<file path="src/rtl/tick_sched_pkg.sv">
// Shared types and helpers for the tick scheduler.
// Widths that depend on module parameters are computed by constant functions, and the
// packet field extractors work on a wide bus so that any PKT_SIZE up to MaxPktW can use them.
package tick_sched_pkg;

  localparam int unsigned MaxPktW = 64;
  localparam int unsigned MaxDlyW = 8;

  // Wide slot index; callers size-cast down to their own DLY_W.
  typedef logic [MaxDlyW-1:0] slot_idx_t;
  typedef logic [MaxPktW-1:0] pkt_bus_t;

  function automatic int unsigned dly_w(input int unsigned granularity);
    return $clog2(granularity);
  endfunction

  function automatic int unsigned payload_w(input int unsigned pkt_size,
                                            input int unsigned granularity);
    return pkt_size - dly_w(granularity);
  endfunction

  // Delay field sits in the top DLY_W bits of the packet.
  function automatic slot_idx_t pkt_delay(input pkt_bus_t pkt, input int unsigned pkt_size,
                                          input int unsigned granularity);
    pkt_bus_t sh;
    sh = pkt >> payload_w(pkt_size, granularity);
    return slot_idx_t'(sh) & slot_idx_t'(granularity - 1);
  endfunction

  function automatic pkt_bus_t pkt_payload(input pkt_bus_t pkt, input int unsigned pkt_size,
                                           input int unsigned granularity);
    pkt_bus_t mask;
    mask = (pkt_bus_t'(1) << payload_w(pkt_size, granularity)) - pkt_bus_t'(1);
    return pkt & mask;
  endfunction

  // Modular slot arithmetic; granularity is a power of two.
  function automatic slot_idx_t slot_add(input slot_idx_t a, input slot_idx_t b,
                                         input int unsigned granularity);
    return (a + b) & slot_idx_t'(granularity - 1);
  endfunction

endpackage

</file>
<file path="src/rtl/tick_scheduler_if.sv">
// Router-side and controller-side valid/ready handshakes of the tick scheduler.
//   in_valid/in_ready/router_packet          : router -> scheduler, {delay, payload}
//   out_valid/out_ready/send_to_controller   : scheduler -> controller, payload only
// master = router/controller side, slave = scheduler.
interface tick_scheduler_if
  import tick_sched_pkg::*;
#(
  parameter int unsigned PKT_SIZE    = 32,
  parameter int unsigned GRANULARITY = 4
) ();

  localparam int unsigned PayloadW = payload_w(PKT_SIZE, GRANULARITY);

  logic                in_valid;
  logic                in_ready;
  logic [PKT_SIZE-1:0] router_packet;
  logic                out_valid;
  logic                out_ready;
  logic [PayloadW-1:0] send_to_controller;

  modport master (
    output in_valid, router_packet, out_ready,
    input  in_ready, out_valid, send_to_controller
  );

  modport slave (
    input  in_valid, router_packet, out_ready,
    output in_ready, out_valid, send_to_controller
  );

endinterface

</file>
<file path="src/rtl/sched_slot_fifo.sv">
// One time slot of the scheduler: a power-of-two deep FIFO with synchronous flush.
//   clk, rst          : clock, synchronous active-high reset
//   push, push_data   : write (ignored when full or flushing)
//   pop               : drop the head entry (ignored when empty or flushing)
//   flush             : empty the FIFO; overrides push and pop
//   head              : current head entry (valid when !empty)
//   full, empty, count: occupancy status
module sched_slot_fifo #(
  parameter int unsigned Width = 30,
  parameter int unsigned Depth = 8
) (
  input  logic                     clk,
  input  logic                     rst,
  input  logic                     push,
  input  logic [Width-1:0]         push_data,
  input  logic                     pop,
  input  logic                     flush,
  output logic [Width-1:0]         head,
  output logic                     full,
  output logic                     empty,
  output logic [$clog2(Depth):0]   count
);

  localparam int unsigned AddrW = $clog2(Depth);

  logic [Width-1:0] mem_q [Depth];
  logic [AddrW-1:0] wr_ptr_q, wr_ptr_d, rd_ptr_q, rd_ptr_d;
  logic [AddrW:0]   count_q, count_d;
  logic             push_en, pop_en;

  assign full    = (count_q == (AddrW + 1)'(Depth));
  assign empty   = (count_q == '0);
  assign push_en = push && !full && !flush;
  assign pop_en  = pop && !empty && !flush;
  assign head    = mem_q[rd_ptr_q];
  assign count   = count_q;

  always_comb begin
    wr_ptr_d = wr_ptr_q;
    rd_ptr_d = rd_ptr_q;
    count_d  = count_q;
    if (flush) begin
      wr_ptr_d = '0;
      rd_ptr_d = '0;
      count_d  = '0;
    end else begin
      if (push_en) wr_ptr_d = wr_ptr_q + AddrW'(1);
      if (pop_en)  rd_ptr_d = rd_ptr_q + AddrW'(1);
      unique case ({push_en, pop_en})
        2'b10:   count_d = count_q + (AddrW + 1)'(1);
        2'b01:   count_d = count_q - (AddrW + 1)'(1);
        default: count_d = count_q;
      endcase
    end
  end

  always_ff @(posedge clk) begin
    if (rst) begin
      wr_ptr_q <= '0;
      rd_ptr_q <= '0;
      count_q  <= '0;
    end else begin
      wr_ptr_q <= wr_ptr_d;
      rd_ptr_q <= rd_ptr_d;
      count_q  <= count_d;
    end
  end

  // Storage needs no reset: the pointers define what is valid.
  always_ff @(posedge clk) begin
    if (push_en) mem_q[wr_ptr_q] <= push_data;
  end

endmodule

</file>
<file path="src/rtl/tick_scheduler.sv">
// Time-slotted spike scheduler between router and core controller.
// Each packet is parked in slot (cur_slot + delay) and released to the controller while
// that slot is the draining one. A registered output stage decouples the controller.
//   clk, rst     : clock, synchronous active-high reset
//   tick         : global tick pulse; advances cur_slot
//   bus          : router input and controller output handshakes (slave modport)
//   cur_slot     : slot currently draining
//   drop_count   : saturating count of overflow-rejected and stale-flushed packets
module tick_scheduler
  import tick_sched_pkg::*;
#(
  parameter int unsigned N_COUNT     = 256,
  parameter int unsigned GRANULARITY = 4,
  parameter int unsigned PKT_SIZE    = 32,
  parameter int unsigned SLOT_DEPTH  = 8,
  parameter int unsigned DROP_STALE  = 1,
  parameter int unsigned CNT_W       = 16
) (
  input  logic                           clk,
  input  logic                           rst,
  input  logic                           tick,
  tick_scheduler_if.slave                bus,
  output logic [$clog2(GRANULARITY)-1:0] cur_slot,
  output logic [CNT_W-1:0]               drop_count
);

  localparam int unsigned DlyW     = dly_w(GRANULARITY);
  localparam int unsigned PayloadW = payload_w(PKT_SIZE, GRANULARITY);
  localparam int unsigned OccW     = $clog2(SLOT_DEPTH) + 1;

  if (GRANULARITY < 2 || (GRANULARITY & (GRANULARITY - 1)) != 0 ||
      DlyW > MaxDlyW) begin : g_bad_granularity
    $error("GRANULARITY must be a power of two >= 2");
  end
  if (SLOT_DEPTH < 2 || (SLOT_DEPTH & (SLOT_DEPTH - 1)) != 0) begin : g_bad_depth
    $error("SLOT_DEPTH must be a power of two >= 2");
  end
  if (PKT_SIZE > MaxPktW || $clog2(N_COUNT) > PayloadW) begin : g_bad_pkt
    $error("PKT_SIZE too large or payload too narrow for the neuron id");
  end
  if (OccW > CNT_W + 1) begin : g_bad_cnt
    $error("CNT_W too narrow for a full-slot flush");
  end

  logic [DlyW-1:0]     cur_slot_q, cur_slot_d;
  logic [DlyW-1:0]     target;
  logic [PayloadW-1:0] in_payload;

  logic [GRANULARITY-1:0] push, pop, flush, full, empty;
  logic [PayloadW-1:0]    head  [GRANULARITY];
  logic [OccW-1:0]        count [GRANULARITY];

  logic                accept, load_ok, pop_en, bypass, overflow;
  logic                out_valid_q, out_valid_d;
  logic [PayloadW-1:0] out_data_q, out_data_d;
  logic [CNT_W-1:0]    drop_q, drop_d;
  logic [OccW-1:0]     drop_inc;
  logic [CNT_W:0]      drop_sum;

  assign target = DlyW'(slot_add(slot_idx_t'(cur_slot_q),
                                 pkt_delay(pkt_bus_t'(bus.router_packet), PKT_SIZE, GRANULARITY),
                                 GRANULARITY));
  assign in_payload = PayloadW'(pkt_payload(pkt_bus_t'(bus.router_packet), PKT_SIZE,
                                            GRANULARITY));

  // Packets arriving in a tick cycle are held off, not dropped: the router retries against
  // the new cur_slot.
  assign bus.in_ready = !rst && !tick && !full[target];
  assign accept       = bus.in_valid && bus.in_ready;
  assign overflow     = bus.in_valid && !rst && !tick && full[target];

  assign load_ok = !out_valid_q || bus.out_ready;
  assign pop_en  = !empty[cur_slot_q] && load_ok;
  // Same-tick packet into an empty draining slot goes straight to the output register,
  // giving one-cycle latency; an empty slot means FIFO order is not violated.
  assign bypass  = accept && (target == cur_slot_q) && empty[cur_slot_q] && load_ok;

  always_comb begin
    push  = '0;
    pop   = '0;
    flush = '0;
    push[target]      = accept && !bypass;
    pop[cur_slot_q]   = pop_en;
    flush[cur_slot_q] = tick && (DROP_STALE != 0);
  end

  for (genvar g = 0; g < GRANULARITY; g++) begin : g_slot
    sched_slot_fifo #(
      .Width (PayloadW),
      .Depth (SLOT_DEPTH)
    ) u_fifo (
      .clk       (clk),
      .rst       (rst),
      .push      (push[g]),
      .push_data (in_payload),
      .pop       (pop[g]),
      .flush     (flush[g]),
      .head      (head[g]),
      .full      (full[g]),
      .empty     (empty[g]),
      .count     (count[g])
    );
  end

  // Overflow needs !tick and a flush needs tick, so at most one source per cycle.
  // A pop coinciding with the flush has already moved its entry to the output register.
  always_comb begin
    drop_inc = '0;
    if (overflow) begin
      drop_inc = OccW'(1);
    end else if (tick && (DROP_STALE != 0)) begin
      drop_inc = count[cur_slot_q] - OccW'(pop_en);
    end
    drop_sum = {1'b0, drop_q} + (CNT_W + 1)'(drop_inc);
    drop_d   = drop_sum[CNT_W] ? '1 : drop_sum[CNT_W-1:0];
  end

  always_comb begin
    out_valid_d = out_valid_q;
    out_data_d  = out_data_q;
    if (bypass) begin
      out_valid_d = 1'b1;
      out_data_d  = in_payload;
    end else if (pop_en) begin
      out_valid_d = 1'b1;
      out_data_d  = head[cur_slot_q];
    end else if (bus.out_ready) begin
      out_valid_d = 1'b0;
    end
  end

  assign cur_slot_d = tick ? cur_slot_q + DlyW'(1) : cur_slot_q;

  always_ff @(posedge clk) begin
    if (rst) begin
      cur_slot_q  <= '0;
      out_valid_q <= 1'b0;
      out_data_q  <= '0;
      drop_q      <= '0;
    end else begin
      cur_slot_q  <= cur_slot_d;
      out_valid_q <= out_valid_d;
      out_data_q  <= out_data_d;
      drop_q      <= drop_d;
    end
  end

  assign bus.out_valid          = out_valid_q;
  assign bus.send_to_controller = out_data_q;
  assign cur_slot               = cur_slot_q;
  assign drop_count             = drop_q;

endmodule
</file>
<file path="src/flat_wrapper.sv">
// flat-port wrapper written by rule: the top's interface ports become plain ports
module tick_scheduler_flat import tick_sched_pkg::*;
#(
  parameter int unsigned N_COUNT     = 256,
  parameter int unsigned GRANULARITY = 4,
  parameter int unsigned PKT_SIZE    = 32,
  parameter int unsigned SLOT_DEPTH  = 8,
  parameter int unsigned DROP_STALE  = 1,
  parameter int unsigned CNT_W       = 16
)
  (clk, rst, tick, cur_slot, drop_count, bus_in_valid, bus_router_packet, bus_out_ready, bus_in_ready, bus_out_valid, bus_send_to_controller);
  tick_scheduler_if #(.PKT_SIZE(PKT_SIZE), .GRANULARITY(GRANULARITY)) bus_i ();
  input  logic clk;
  input  logic rst;
  input  logic tick;
  output logic [$clog2(GRANULARITY)-1:0] cur_slot;
  output logic [CNT_W-1:0] drop_count;
  input wire logic [$bits(bus_i.in_valid)-1:0] bus_in_valid;
  input wire logic [$bits(bus_i.router_packet)-1:0] bus_router_packet;
  input wire logic [$bits(bus_i.out_ready)-1:0] bus_out_ready;
  output wire logic [$bits(bus_i.in_ready)-1:0] bus_in_ready;
  output wire logic [$bits(bus_i.out_valid)-1:0] bus_out_valid;
  output wire logic [$bits(bus_i.send_to_controller)-1:0] bus_send_to_controller;
  assign bus_i.in_valid = bus_in_valid;
  assign bus_i.router_packet = bus_router_packet;
  assign bus_i.out_ready = bus_out_ready;
  assign bus_in_ready = bus_i.in_ready;
  assign bus_out_valid = bus_i.out_valid;
  assign bus_send_to_controller = bus_i.send_to_controller;
  tick_scheduler #(.N_COUNT(N_COUNT), .GRANULARITY(GRANULARITY), .PKT_SIZE(PKT_SIZE), .SLOT_DEPTH(SLOT_DEPTH), .DROP_STALE(DROP_STALE), .CNT_W(CNT_W)) u_core (.clk(clk), .rst(rst), .tick(tick), .bus(bus_i), .cur_slot(cur_slot), .drop_count(drop_count));
endmodule
</file>
<file path="config.mk">
export PLATFORM = sky130hd
export DESIGN_NAME = tick_scheduler_flat
export DESIGN_NICKNAME = d
export VERILOG_FILES = /design/src/rtl/tick_sched_pkg.sv /design/src/rtl/tick_scheduler_if.sv /design/src/rtl/sched_slot_fifo.sv /design/src/rtl/tick_scheduler.sv /design/src/flat_wrapper.sv
export SDC_FILE = /design/constraint.sdc
export NUM_CORES = 1
export LEC_CHECK = 0
export CORE_MARGIN = 5
export CORE_UTILIZATION = 30
export DETAILED_ROUTE_END_ITERATION = 10
export GPL_TIMING_DRIVEN = 0
export PLACE_DENSITY = 0.49
export SLEW_MARGIN = 30
export SYNTH_ARGS = -nofsm -noshare
export SYNTH_HDL_FRONTEND = slang
export SYNTH_HIERARCHICAL = 1
export SYNTH_SLANG_ARGS = --single-unit
</file>
<file path="constraint.sdc">
create_clock -name clk -period 7.5 [get_ports clk]
set_input_delay 0.75 -clock clk [delete_from_list [all_inputs] [get_ports clk]]
set_output_delay 0.75 -clock clk [all_outputs]
set_load 0.005 [all_outputs]
</file>
## Word-level counts from Yosys, hierarchy flattened

Memory sizes are Yosys's and may differ from the RTL's. A register that Yosys moved wholly into a read port is not among the register bits.
Index checks and enable logic that the tools add are counted.

| storage, ports and cells | value |
|---|---|
| memories | 4 |
| RAM bits | 960 |
| latch bits | 0 |
| output and inout port bits | 50 |
| bits of input ports | 37 |
| register bits | 89 |
| memory bits (read-only) | 0 |

| cells by class | value |
|---|---|
| add/subtract/negate cells | 20 |
| muxes and demuxes | 42 |
| divide/modulo/power cells | 0 |
| shift-type cells | 0 |
| $mul | 0 |
| reduce and logical (&&, ||, !) cells | 62 |
| bitwise operators | 4 |
| equality and inequality tests | 13 |
| $lt $le $gt $ge | 5 |

Memory list:

| name | words | bits a word | rd ports | clocked after memory_dff | wr ports | line | text |
|---|---|---|---|---|---|---|---|
| u_core.g_slot[0].u_fifo.mem_q | 8 | 30 | 1 | 1 | 1 | sched_slot_fifo.sv:26 | `logic [Width-1:0] mem_q [Depth];` |
| u_core.g_slot[1].u_fifo.mem_q | 8 | 30 | 1 | 1 | 1 | sched_slot_fifo.sv:26 |  |
| u_core.g_slot[2].u_fifo.mem_q | 8 | 30 | 1 | 1 | 1 | sched_slot_fifo.sv:26 |  |
| u_core.g_slot[3].u_fifo.mem_q | 8 | 30 | 1 | 1 | 1 | sched_slot_fifo.sv:26 |  |

Operators by type and width:

| kind | count |
|---|---|
| $mux W30 | 4 |
| $bmux W30 S2 | 1 |
| $pmux W4 S2 | 4 |
| $logic_and A1 B1 Y1 | 29 |
| $add A3 B1 Y3 const B | 8 |
| $mux W3 | 8 |
| $logic_not A1 Y1 | 18 |
| $add A16 B4 Y17 | 1 |
| $add A4 B1 Y4 const B | 4 |
| $eq A4 B4 Y1 const B | 4 |
| $logic_not A4 Y1 | 4 |
| $mux W16 | 1 |
| $mux W4 | 4 |
| $sub A4 B1 Y4 const B | 4 |
| $mux W1 | 15 |
| $and A4 B4 Y4 | 3 |
| $reduce_bool A2 Y1 | 5 |
| $bmux W4 S2 | 1 |
| $eq A2 B1 Y1 const B | 4 |
| $eq A2 B2 Y1 const B | 4 |
| $reduce_or A2 Y1 | 4 |
| $lt A2 B3 Y1 const B | 2 |
| $bmux W1 S2 | 2 |
| $demux W1 S2 | 2 |
| 9 further kinds | 10 |

## Longest topological paths before layout

| depth | value |
|---|---|
| depth after elaboration | 16 |
| gate-level depth with buffers | 15 |

## By module

The synthesis kept the hierarchy.

Modules (own cells, without submodules):

| module | cells each | area each (um^2) | instances | seq. area each (um^2) |
|---|---|---|---|---|
| sched_slot_fifo (u_core.g_slot[0].u_fifo ...) | 427 | 9,952.0 | 2 | 7,467.2 |
| sched_slot_fifo (u_core.g_slot[2].u_fifo ...) | 427 | 9,948.3 | 2 | 7,467.2 |
| tick_scheduler | 367 | 3,781.1 | 1 | 980.9 |

## Worst setup path after synthesis

OpenSTA, ideal clock, no wires.

| timing path | value |
|---|---|
| kind | input to register |
| start point | input port bus_router_packet[30] |
| end point | memory u_core.g_slot[1].u_fifo.mem_q[0][0], enable pin |
| cell stages on the path | 8 |
| path buffers | 0 |
| data arrival time | 4.200 ns |
| data required time | 7.045 ns |
| setup slack | 2.846 ns |
| cells stage by stage | ha_1 -> xnor2_1 -> nand4_2 -> nand3_1 -> nor2_1 -> nand2_1 -> or3_4 -> nor3_1 |

| between the ends | value |
|---|---|
| word-level cells in the longest chain between the ends | 16 |
| elaborated cells on any way between the ends | 22 |
| those cells by class | 1 x add/sub; 2 x order compare; 1 x eq/ne; 6 x mux; 1 x bitwise; 11 x reduce/logical |

Ends and longest elaborated chain:

| element | line | text |
|---|---|---|
| start, declared | flat_wrapper.sv:19 | `input wire logic [$bits(bus_i.router_packet)-1:0] bus_router_packet;` |
| $add A2 B2 Y2 (*) | tick_sched_pkg.sv:40 | `return (a + b) & slot_idx_t'(granularity - 1);` |
| $bmux W1 S2 | tick_scheduler.sv:68 | `assign bus.in_ready = !rst && !tick && !full[target];` |
| $mux W1 (not written as such) | tick_scheduler.sv:68 |  |
| $logic_not A1 Y1 | tick_scheduler.sv:68 |  |
| $logic_and A1 B1 Y1 | tick_scheduler.sv:68 |  |
| $logic_and A1 B1 Y1 | tick_scheduler.sv:69 | `assign accept = bus.in_valid && bus.in_ready;` |
| $logic_and A1 B1 Y1 (3 in a row) | tick_scheduler.sv:76 | `assign bypass = accept && (target == cur_slot_q) && empty[cur_slot_q] && load_ok;` |
| $logic_not A1 Y1 | tick_scheduler.sv:82 | `push[target] = accept && !bypass;` |
| $logic_and A1 B1 Y1 | tick_scheduler.sv:82 |  |
| $and A4 B4 Y4 (no line) (*) | - |  |
| net u_core.push[1] | tick_scheduler.sv:49 | `logic [GRANULARITY-1:0] push, pop, flush, full, empty;` |
| $logic_and A1 B1 Y1 (*) (2 in a row) | sched_slot_fifo.sv:33 | `assign push_en = push && !full && !flush;` |
| $mux W1 (*) | sched_slot_fifo.sv:71 | `if (push_en) mem_q[wr_ptr_q] <= push_data;` |
| $mux W1 (not written as such) (*) | sched_slot_fifo.sv:71 |  |
| end, declared | sched_slot_fifo.sv:26 |  |

The timed path passes the listed nets; every way through them passes the cells marked *. The select of a mux whose other input is x is not followed.

## Worst setup path after layout

| timing path | value |
|---|---|
| start point | register u_core.g_slot[0].u_fifo.count_q[1] |
| end point | register u_core.drop_q[8], in the netlist u_core/drop_count[8] |

| between the ends | value |
|---|---|
| word-level cells in the longest chain between the ends | 10 |
| elaborated cells on any way between the ends | 17 |
| those cells by class | 2 x add/sub; 1 x eq/ne; 10 x mux; 4 x reduce/logical |

Ends and longest elaborated chain:

| element | line | text |
|---|---|---|
| start, declared | sched_slot_fifo.sv:28 | `logic [AddrW:0] count_q, count_d;` |
| start signal, assigned | sched_slot_fifo.sv:65 | `count_q <= count_d;` |
| $logic_not A4 Y1 | sched_slot_fifo.sv:32 | `assign empty = (count_q == '0);` |
| net u_core.empty[0] | tick_scheduler.sv:49 |  |
| $bmux W1 S2 | tick_scheduler.sv:73 | `assign pop_en = !empty[cur_slot_q] && load_ok;` |
| $mux W1 (not written as such) | tick_scheduler.sv:73 |  |
| $logic_not A1 Y1 | tick_scheduler.sv:73 |  |
| $logic_and A1 B1 Y1 | tick_scheduler.sv:73 |  |
| $sub A4 B1 Y4 | tick_scheduler.sv:112 | `drop_inc = count[cur_slot_q] - OccW'(pop_en);` |
| $mux W4 | tick_scheduler.sv:111 | `end else if (tick && (DROP_STALE != 0)) begin` |
| $mux W4 | tick_scheduler.sv:109 | `if (overflow) begin` |
| $add A16 B4 Y17 | tick_scheduler.sv:114 | `drop_sum = {1'b0, drop_q} + (CNT_W + 1)'(drop_inc);` |
| $mux W16 | tick_scheduler.sv:115 | `drop_d = drop_sum[CNT_W] ? '1 : drop_sum[CNT_W-1:0];` |
| end signal, assigned | tick_scheduler.sv:144 | `drop_q <= drop_d;` |
| end, declared | tick_scheduler.sv:56 | `logic [CNT_W-1:0] drop_q, drop_d;` |

The timed path passes the listed nets, and every way through them passes these cells. The select of a mux whose other input is x is not followed.
A chain may end at the register's enable or synchronous reset.

==> metrics <==
Final Cycle Share=64.68%; final hold vios=0; FF-to-FF Start=u_core/g_slot[0].u_fifo/count[1]; Mapped Area=between 0.04 and 0.05 mm2; most common cell after layout, fill and taps aside=edfxtp_1; Slew Viols, Final=0; Finished Layout Cells=roughly 4400; PD cells=approximately 230 mW/mm2; R2R Setup Slk=2.65 ns; CP startpoint kind=flip-flop; routed wl met2=approximately 52000 um; Final Setup Violations=0; Syn-to-layout area delta=18.70%; syn avg cell area=roughly 21 um2; global placer's final weighted congestion=0.8610; worst hold path stage count=1; root buffer cell=clkbuf_16; Reg area=0.03085 mm2; number of enable flip-flop cells after synthesis=960; Crit Path Category=flip-flop to flip-flop; # port buffers=85; Hold WS=0.4918 ns; Reg clk slew, reported paths=around 0.060 ns; Mapped Nets=between 2000 and 2500; postcts setup bufs=0; Synth top area share=about two thirds; vias per std cell=4.911; IO Pins=87; htree depth=3; core area=about 0.14 mm2; drt pass-1 iters=5; Max FO, Critical Path=10; status=finished, final reports clean; Top Metal Used=met5; Die W=391.1 um; CTS tree=yes; largest area contributor in the netlist=edfxtp_1; slew margin rel.=between 30% and 40%; Tightest Pin Transition=about 0.95 ns; wire per inst=24.78 um; Worst Hold Class=primary input to flip-flop; final wirelength=roughly 110000 um; Tmin final=4.851 ns; Final Util=35.92%; global route total overflow=0; Post-CTS Resized=0; register bit total from synthesis=1061; CTS Buf Count=between 100 and 150; Fmax=about 200 MHz; commonest non-fill, non-tap cells in the layout=960 x edfxtp_1, 240 x mux4_1, 121 x mux2_2; Skew-Pair Late Insertion Delay=just over 0.7 ns; Cells after Synth=2075; initial antenna violation count=14; Max clock buf depth=3; aggregate global-route resource usage=~14%; DR iter-0 viols=around 1300; CTS Sinks=1061; Synth area leaders=edfxtp_1 66%, mux4_1 14%, dfxtp_1 4.6%, mux2_2 3.1%, mux4_2 1.8%; detailed-route via count=21390; row count=between 100 and 150; fin worst setup slack=2.649 ns; Arr. time, crit path=5.39 ns; Post-CTS Hold Buffers=0; die height=391.1 um; ys flop type=edfxtp_1; Worst Reg-to-Reg Cells=14; Critical R2R Capture=u_core/drop_count[8]; dpl cells=4144; register area share after synthesis=just over 70%; layout cell share with drive strength beyond 1=22.24%; pre-CTS setup slack=around 2.4 ns; Total Nets Final=approximately 2400; DRC=0; # fillers=13210; Worst Hold Launch=bus_router_packet[0]; first-pass GRT wire length=~150000 um; CP Capture Type=flip-flop; vias in the first global route=around 22000; Max Cap Violations=0; yosys warns=6; Distinct cells, synth=54; Pleak=about 17 nW; largest net degree at the start of global routing=34; Starting Density=a little over 30%; antenna viol nets, final=0; clk_skew=between 0.02 and 0.03 ns; maximum VDD drop=roughly 0.00016 V; area of the multi-input gates=approximately 0.012 mm2; RSZ-0062 raised after global routing=false; total negative setup slack=0 ns; Worst Hold End=u_core/g_slot[2].u_fifo/mem_q[4][0]; Required @ worst endpoint=~8.0 ns; post-DP HPWL=75340 um; full die area=about 0.15 mm2; wl on met1=between 40000 and 50000 um; fraction of registers with async set/reset=0%; met3 WL=roughly 5700 um
## area by class of cell
class                      instances  share of cell area (%)
antenna                            6                 0.02902
multi-input combinational        883                   23.56
sequential                      1061                   59.63
timing repair buffer             166                   3.952
tap                             1903                   4.603
buffer                           114                   1.354
inverter                          17                  0.1234
clock buffer                     145                   5.631
clock inverter                    60                   1.113
## per-layer routing
metal,track usage (%),vias to the layer above
met5,0,-
met4,4.154,4
met3,2.416,148
met2,23.12,525
met1,18.90,11350
li1,-,9359
## stage by stage
stage,instance area (um2),total power [W]
after CTS,51740,0.01223
after global routing,51720,0.01249
final,51730,0.01205
after floorplan,43580,0.006741
after detailed placement,48250,0.006946
after global placement,46810,0.006936
## kinds of logic (layout without fill, tap and decap cells)
kind of cell,Yosys count,in the layout,share of synthesized area [%]
other,0,6,0
buffers and inverters,131,502,1.754
AOI/OAI and AO/OA,126,126,1.817
xor gates and xnor gates,37,37,0.7780
and+or+nand+nor,248,248,3.190
muxes,440,440,20.74
DFF,1061,1061,70.79
adders and majority gates,32,32,0.9359
## power by group
part	switching, W	internal (W)	leakage, nW
registers	0.0000219	0.00646	9.44
logic	0.000212	0.000116	5.37
clock network	0.00223	0.00301	1.69
total	0.00246	0.00959	16.5
## how the worst max path moves through the flow
stage	startpoint	to	slack, ns	cells after the start
after floorplan	bus_router_packet[30]	u_core/g_slot[1].u_fifo/mem_q[0][0]	2.85	8
after global placement	rst	u_core/g_slot[2].u_fifo/mem_q[0][14]	-0.88	9
after detailed placement	bus_out_ready	u_core/drop_count[8]	2.40	13
after CTS	u_core/g_slot[0].u_fifo/count[1]	u_core/drop_count[8]	2.72	14
after global routing	u_core/g_slot[3].u_fifo/count[0]	u_core/drop_count[7]	2.52	13
final	u_core/g_slot[0].u_fifo/count[1]	u_core/drop_count[8]	2.65	14
## sequential cells by signal (all words and copies together), names as in the netlist, named ones only
name and count:
u_core/g_slot.u_fifo/count 16, u_core/cur_slot 2, u_core/g_slot.u_fifo/wr_ptr_q 12, u_core/g_slot.u_fifo/mem_q 960, u_core/g_slot.u_fifo/rd_ptr_q 12, u_core/drop_count 16
u_core/bus.send_to_controller 30, u_core/bus.out_valid 1
## cells in the mapped netlist (5+ instances only)
library cell / n
o31ai_1: 5
edfxtp_1: 960
nand2b_1: 12
mux2i_1: 15
o21ai_0: 39
or2_2: 8
buf_6: 35
nor2b_1: 7
ha_1: 31
a21oi_1: 54
nand2_1: 23
nor2_1: 82
nor4_1: 8
and2_1: 9
clkbuf_1: 71
nand3b_1: 32
buf_2: 5
dfxtp_1: 101
or3_1: 13
mux4_1: 240
nand3_1: 15
xnor2_1: 11
nor3_1: 11
mux2_4: 28
inv_1: 17
xor2_1: 25
mux4_2: 35
mux2_2: 121
a31oi_1: 10
## worst max-delay path, cell delays in order, from the launching register on
cell and delay, ns:
dfxtp_1 0.34, buf_6 0.15, nor4_1 0.36, mux4_2 0.44
clkbuf_1 0.57, nor2_1 0.34, ha_1 0.40, o21ai_0 0.15
ha_1 0.28, fa_1 0.45, a21o_1 0.22, a21oi_1 0.19
or3_1 0.23, clkbuf_1 0.42, a31oi_1 0.16
(Power assumes the default switching activity.)
